**config.mk**
```make
export PLATFORM = sky130hd
export DESIGN_NAME = fib_seq_ctrl_flat
export DESIGN_NICKNAME = d
export VERILOG_FILES = /design/src/rtl/fib_seq_ctrl_if.sv /design/src/rtl/fib_seq_ctrl.sv /design/src/flat_wrapper.sv
export SDC_FILE = /design/constraint.sdc
export NUM_CORES = 1
export LEC_CHECK = 0
export BUFFER_PORTS_ARGS = -buffer_cell sky130_fd_sc_hd__buf_2
export CAP_MARGIN = 10
export CORE_ASPECT_RATIO = 1.1
export CORE_MARGIN = 2
export CORE_UTILIZATION = 53
export DETAILED_ROUTE_END_ITERATION = 6
export HOLD_SLACK_MARGIN = 0.08
export PLACE_DENSITY_LB_ADDON = 0.3
export SETUP_SLACK_MARGIN = 0.4
export SLEW_MARGIN = 40
export SYNTH_ARGS = -nofsm -noshare
export SYNTH_HDL_FRONTEND = slang
export SYNTH_SLANG_ARGS = --single-unit
```
**constraint.sdc**
```tcl
create_clock -name clk -period 2.3 [get_ports clk]
set_input_delay 0.345 -clock clk [delete_from_list [all_inputs] [get_ports clk]]
set_output_delay 0.345 -clock clk [all_outputs]
set_load 0.02 [all_outputs]
```
**src/rtl/fib_seq_ctrl_if.sv**
```systemverilog
// Command, ALU and status signals of the Fibonacci sequencer, bundled so the
// lab top level and the ALU hookup see one connection point.
interface fib_seq_ctrl_if #(
  parameter int WIDTH = 8,
  parameter int CNT_W = 6,
  parameter int OP_W  = 3
) ();

  // Command side
  logic             start;
  logic             abort;
  logic             hold;
  logic [CNT_W-1:0] n;
  logic [WIDTH-1:0] a0;
  logic [WIDTH-1:0] b0;

  // ALU side
  logic [OP_W-1:0]  alu_op;
  logic [WIDTH-1:0] alu_a;
  logic [WIDTH-1:0] alu_b;
  logic [WIDTH-1:0] alu_y;

  // Status side
  logic             busy;
  logic             done;
  logic [WIDTH-1:0] result;
  logic             ovf;

  // The environment: issues commands and supplies the ALU result.
  modport master (
    output start, abort, hold, n, a0, b0, alu_y,
    input  alu_op, alu_a, alu_b, busy, done, result, ovf
  );

  // The sequencer itself.
  modport slave (
    input  start, abort, hold, n, a0, b0, alu_y,
    output alu_op, alu_a, alu_b, busy, done, result, ovf
  );

endinterface

```
**src/rtl/fib_seq_ctrl.sv**
```systemverilog
// Fibonacci-recurrence sequencer for the shared combinational ALU.
// Holds the two most recent terms, feeds them to the ALU with a fixed ADD
// opcode, and shifts the sum back in once per cycle until F(n) is reached.
module fib_seq_ctrl #(
  parameter int              WIDTH   = 8,
  parameter int              CNT_W   = 6,
  parameter int              OP_W    = 3,
  parameter logic [OP_W-1:0] ALU_ADD = 3'b000
) (
  input logic           clk,
  input logic           rst,
  fib_seq_ctrl_if.slave io_if
);

  typedef enum logic [1:0] {
    S_IDLE = 2'd0,
    S_RUN  = 2'd1,
    S_DONE = 2'd2
  } state_t;

  state_t           r_state;
  state_t           w_state_nxt;

  logic [WIDTH-1:0] r_t1;       // current term F(k)
  logic [WIDTH-1:0] r_t2;       // next term F(k+1)
  logic [CNT_W-1:0] r_rem;      // additions still to perform
  logic [WIDTH-1:0] r_result;
  logic             r_ovf;

  logic [WIDTH-1:0] w_t1_nxt;
  logic [WIDTH-1:0] w_t2_nxt;
  logic [CNT_W-1:0] w_rem_nxt;
  logic [WIDTH-1:0] w_result_nxt;
  logic             w_ovf_nxt;
  logic             w_wrap;

  // An unsigned add wrapped iff the truncated sum is below one operand.
  assign w_wrap = (io_if.alu_y < r_t1);

  // State register.
  // NOTE: sequential state uses non-blocking (<=) so every flop samples the
  // pre-edge values; blocking here would create order-dependent races.
  // NOTE: reset is asynchronous, so it sits in the sensitivity list and
  // clears state without waiting for a clock edge.
  always_ff @(posedge clk or posedge rst) begin
    if (rst) r_state <= S_IDLE;
    else     r_state <= w_state_nxt;
  end

  // Next-state and datapath-next logic; abort beats hold beats completion.
  always_comb begin
    // NOTE: every variable gets a default before the case so no path leaves
    // one unassigned, which would otherwise infer a latch.
    w_state_nxt  = r_state;
    w_t1_nxt     = r_t1;
    w_t2_nxt     = r_t2;
    w_rem_nxt    = r_rem;
    w_result_nxt = r_result;
    w_ovf_nxt    = r_ovf;

    unique case (r_state)
      S_IDLE: begin
        if (io_if.start) begin
          w_t1_nxt    = io_if.a0;
          w_t2_nxt    = io_if.b0;
          w_rem_nxt   = io_if.n;
          w_ovf_nxt   = 1'b0;
          w_state_nxt = S_RUN;
        end
      end

      S_RUN: begin
        if (io_if.abort) begin
          w_state_nxt = S_IDLE;
        end else if (io_if.hold) begin
          w_state_nxt = S_RUN;
        end else if (r_rem == '0) begin
          w_result_nxt = r_t1;
          w_state_nxt  = S_DONE;
        end else begin
          w_t1_nxt  = r_t2;
          w_t2_nxt  = io_if.alu_y;
          w_rem_nxt = r_rem - CNT_W'(1);
          // The add taken with one step left produces F(n+1), which is
          // thrown away, so its wrap must not taint the flag.
          if (w_wrap && (r_rem > CNT_W'(1))) w_ovf_nxt = 1'b1;
        end
      end

      S_DONE: begin
        w_state_nxt = S_IDLE;
      end

      default: begin
        w_state_nxt = S_IDLE;
      end
    endcase
  end

  // Datapath registers.
  always_ff @(posedge clk or posedge rst) begin
    if (rst) begin
      r_t1     <= '0;
      r_t2     <= '0;
      r_rem    <= '0;
      r_result <= '0;
      r_ovf    <= 1'b0;
    end else begin
      r_t1     <= w_t1_nxt;
      r_t2     <= w_t2_nxt;
      r_rem    <= w_rem_nxt;
      r_result <= w_result_nxt;
      r_ovf    <= w_ovf_nxt;
    end
  end

  assign io_if.alu_op = ALU_ADD;
  assign io_if.alu_a  = r_t1;
  assign io_if.alu_b  = r_t2;
  assign io_if.busy   = (r_state != S_IDLE);
  assign io_if.done   = (r_state == S_DONE);
  assign io_if.result = r_result;
  assign io_if.ovf    = r_ovf;

endmodule

```
**src/flat_wrapper.sv**
```systemverilog
// flat-port wrapper written by rule: the top's interface ports become plain ports
module fib_seq_ctrl_flat 
#(
  parameter int              WIDTH   = 8,
  parameter int              CNT_W   = 6,
  parameter int              OP_W    = 3,
  parameter logic [OP_W-1:0] ALU_ADD = 3'b000
)
  (clk, rst, io_if_start, io_if_abort, io_if_hold, io_if_n, io_if_a0, io_if_b0, io_if_alu_y, io_if_alu_op, io_if_alu_a, io_if_alu_b, io_if_busy, io_if_done, io_if_result, io_if_ovf);
  fib_seq_ctrl_if #(.WIDTH(WIDTH), .CNT_W(CNT_W), .OP_W(OP_W)) io_if_i ();
  input logic clk;
  input logic rst;
  input wire logic [$bits(io_if_i.start)-1:0] io_if_start;
  input wire logic [$bits(io_if_i.abort)-1:0] io_if_abort;
  input wire logic [$bits(io_if_i.hold)-1:0] io_if_hold;
  input wire logic [$bits(io_if_i.n)-1:0] io_if_n;
  input wire logic [$bits(io_if_i.a0)-1:0] io_if_a0;
  input wire logic [$bits(io_if_i.b0)-1:0] io_if_b0;
  input wire logic [$bits(io_if_i.alu_y)-1:0] io_if_alu_y;
  output wire logic [$bits(io_if_i.alu_op)-1:0] io_if_alu_op;
  output wire logic [$bits(io_if_i.alu_a)-1:0] io_if_alu_a;
  output wire logic [$bits(io_if_i.alu_b)-1:0] io_if_alu_b;
  output wire logic [$bits(io_if_i.busy)-1:0] io_if_busy;
  output wire logic [$bits(io_if_i.done)-1:0] io_if_done;
  output wire logic [$bits(io_if_i.result)-1:0] io_if_result;
  output wire logic [$bits(io_if_i.ovf)-1:0] io_if_ovf;
  assign io_if_i.start = io_if_start;
  assign io_if_i.abort = io_if_abort;
  assign io_if_i.hold = io_if_hold;
  assign io_if_i.n = io_if_n;
  assign io_if_i.a0 = io_if_a0;
  assign io_if_i.b0 = io_if_b0;
  assign io_if_i.alu_y = io_if_alu_y;
  assign io_if_alu_op = io_if_i.alu_op;
  assign io_if_alu_a = io_if_i.alu_a;
  assign io_if_alu_b = io_if_i.alu_b;
  assign io_if_busy = io_if_i.busy;
  assign io_if_done = io_if_i.done;
  assign io_if_result = io_if_i.result;
  assign io_if_ovf = io_if_i.ovf;
  fib_seq_ctrl #(.WIDTH(WIDTH), .CNT_W(CNT_W), .OP_W(OP_W), .ALU_ADD(ALU_ADD)) u_core (.clk(clk), .rst(rst), .io_if(io_if_i));
endmodule
```
==> flow_summary.yaml <==
status:
  status: "finished clean"
placed_design:
  dp_cells: 271
  port_buffers: 61
  dp_hpwl_mm: 2.844
  place_ws_ns: 0.4820
  dpl_cell_area_um2: 2133
  gp_congestion: 0.8303
cts:
  post_cts.repair.setup_buffers: 0
  path_clk_slew_ns: 0.11
  h-tree-depth: 2
  cts_tree: "done"
  cts.sinks: 33
  clock-root-buffer: "clkbuf_4"
  cts_buffers: 5
  clkLatencyLatePin_ns: 0.34
  cts_buffer_depth: 2
die:
  row_count: 22
  die_w_um: 59.59
  core-area_um2: 3303
  ios: 65
  initial_utilization_pct: 54.55
  die_h_um: 65.15
  fp.dieArea_um2: 3882
detailed_routing:
  vias_per_cell: 5.354
  met3_wirelength_um: 227
  first_pass_iters: 4
  drt-met1-wl_mm: 1.724
  wl_met2_mm: 1.872
  antenna_left: 0
  vias: 1499
  drt-initial-drc-count: 102
  routedWlPerCell_um: 13.91
  highest_layer: "met4"
  drc: 0
  routed_wl_mm: 3.895
timing:
  skew_ns: 0.006884
  finalSetupTns_ns: 0
  tightest_slew_ns: 0.5952
  period_share_pct: 76.30
  setup_violations: 0
  fin_hold_ws_ns: 0.2696
  grt_setup_unrepaired: "false"
  setup_ws_ns: 0.5452
  finalHoldViolCount: 0
  period_minus_slack_ns: 1.755
  fmax_ghz: 0.5699
  slew_viol_final: 0
  slew_headroom_pct: 60.32
yosys:
  synthArstFlopShare_pct: 100.0
  synth-main-ff-cell: "dfrtp_1"
  yosys.area.top_type: "dfrtp_1"
  synth.area.top_cells: "dfrtp_1, mux2i_1, ha_1, o21ai_0, mux2_2"
  syn_area_um2: 1802
  avgSynthCellArea_um2: 10.12
  synth.yosys.seq_area_share_pct: 45.83
  yosys_warnings: 0
  yosysTopAreaCellShare_pct: 45.83
  synth_seq_cells: 33
  ys_top_cells_by_count: "dfrtp_1, o21ai_0, nand2_1"
  synth_edf_count: 0
  synth.most_common_cell: "dfrtp_1"
  synth_cells: 178
  netlist-cell-type-count: 34
finish:
  syn_to_final_growth_pct: 24.58
  drive_gt1_share_pct: 36.07
  nets: 287
  fin_area_um2: 2245
  final_cells: 280
  post-route-util_pct: 67.95
  antenna_cells: 0
power_and_ir_drop:
  power_frac_comb_pct: 42.5
  power-per-cell-area_nw_per_um2: 1132
  peakVddDrop_mv: 0.7667
  internal-power_mw: 1.495
  total_leakage_power_nw: 1.194
  swShare_pct: 41.17
  power_mw: 2.542
  p_clk_share_pct: 18.5
  switching_power_mw: 1.046
  seqPwrFrac_pct: 39.0
critical_path:
  critPathLaunchType: "register"
  worstPathMaxFanout: 16
  crit_chain: "inv_1 -> ha_1 -> and4bb_2 -> o2bb2ai_4 -> buf_4 -> o21ai_0"
  crit_path_top_delay_cell: "dfrtp_1"
  crit_type: "register to register"
  worst_setup_path_end_kind: "register"
  slowest_delay_ns: 0.40
  cp_data_arrival_time_ns: 1.98
  required_ns: 2.53
min_path:
  hold_path_class: "input port to register"
global_route:
  grt_pass1_vias: 1467
  grt_pass1_wl_mm: 6.603
  track_usage_pct: 23.12
  overflow: 0
  antenna_found_initial: 0
  grt_max_degree: 34
run:
  cap_violations: 0
layout by cell type, fill, tap and decap left out, drive strengths merged, types with 3 or more instances in the layout:
cell    Yosys  routed
nor2        9       9
inv        12      12
a21oi       9       9
mux2i      16      16
or3         3       3
nand2b      4       4
ha          9       9
dfrtp      33      33
buf         9      65
clkbuf      1       6
mux2        8       8
o21ai      22      22
conb        1       3
nand2      19      19
routing by layer:
metal / up-vias / GRT usage (%)
met3: 7 / 7.087
met1: 697 / 28.61
met4: 0 / 8.611
met2: 48 / 37.64
met5: - / 0
li1: 747 / -
registers in the layout, summed over array words and instances (netlist names):
name	cells
u_core.io_if.ovf	1
u_core.r_rem	6
u_core.io_if.result	8
u_core.io_if.alu_b	8
u_core.r_state	2
u_core.io_if.alu_a	8
layout make-up:
| type | instances | area (µm²) |
|---|---|---|
| sequential | 33 | 825.8 |
| multi-input combinational | 125 | 894.6 |
| clock buffer | 6 | 51.30 |
| tap | 36 | 45.04 |
| fill | 297 | 1059 |
| clock inverter | 2 | 37.54 |
| inverter | 12 | 45.04 |
| timing repair buffer | 66 | 345.3 |
path summary, 6_finish.rpt:
kind                                         from                     end  slack, ns  cells past startpoint
setup / recovery                  u_core.r_rem[1]   u_core.io_if.alu_a[4]       0.55                      6
hold / removal                        io_if_start       u_core.r_state[0]       0.27                      3
setup reg to reg                  u_core.r_rem[1]   u_core.io_if.alu_a[4]       0.55                      6
hold reg to reg            u_core.io_if.result[7]  u_core.io_if.result[7]       0.51                      1
max in group asynchronous                     rst   u_core.io_if.alu_a[4]       1.39                      4
min in group asynchronous                     rst   u_core.io_if.alu_a[6]       0.62                      4
what timing repair did:
action / CTS / global route
setup endpoints to repair: 0 / 15
hold endpoints to repair: 17 / 0
hold buffers: 1 / 0
gates resized for setup: 0 / 1
power groups by stage:
stage	sequential, mW	combinational (mW)	clock, mW
after floorplan	1.17	0.556	0
after global placement	0.995	1.05	0
after detailed placement	0.998	1.08	0
after CTS	0.991	1.09	0.482
after global routing	1.03	1.21	0.511
final	0.990	1.08	0.471
critical path, delay by kind of cell (launching register included):
family / cells / cell delay (ns)
and+or+nand+nor: 1 / 0.31
buffers and inverters: 2 / 0.37
adders and majority gates: 1 / 0.22
DFF: 1 / 0.40
AOI/OAI and AO/OA: 2 / 0.33
logic make-up (layout without fill, tap and decap cells):
logic type	after synthesis	after routing	synth area share, %
buffers and inverters	22	86	5.763
multiplexers	24	24	13.89
adder cells (fa/ha/maj)	9	9	6.250
AND/OR/NAND/NOR	46	46	13.61
AO/OA/AOI/OAI	43	43	14.45
other	1	3	0.2081
flip-flops	33	33	45.83
No activity file was read; power rests on OpenSTA's default activity.
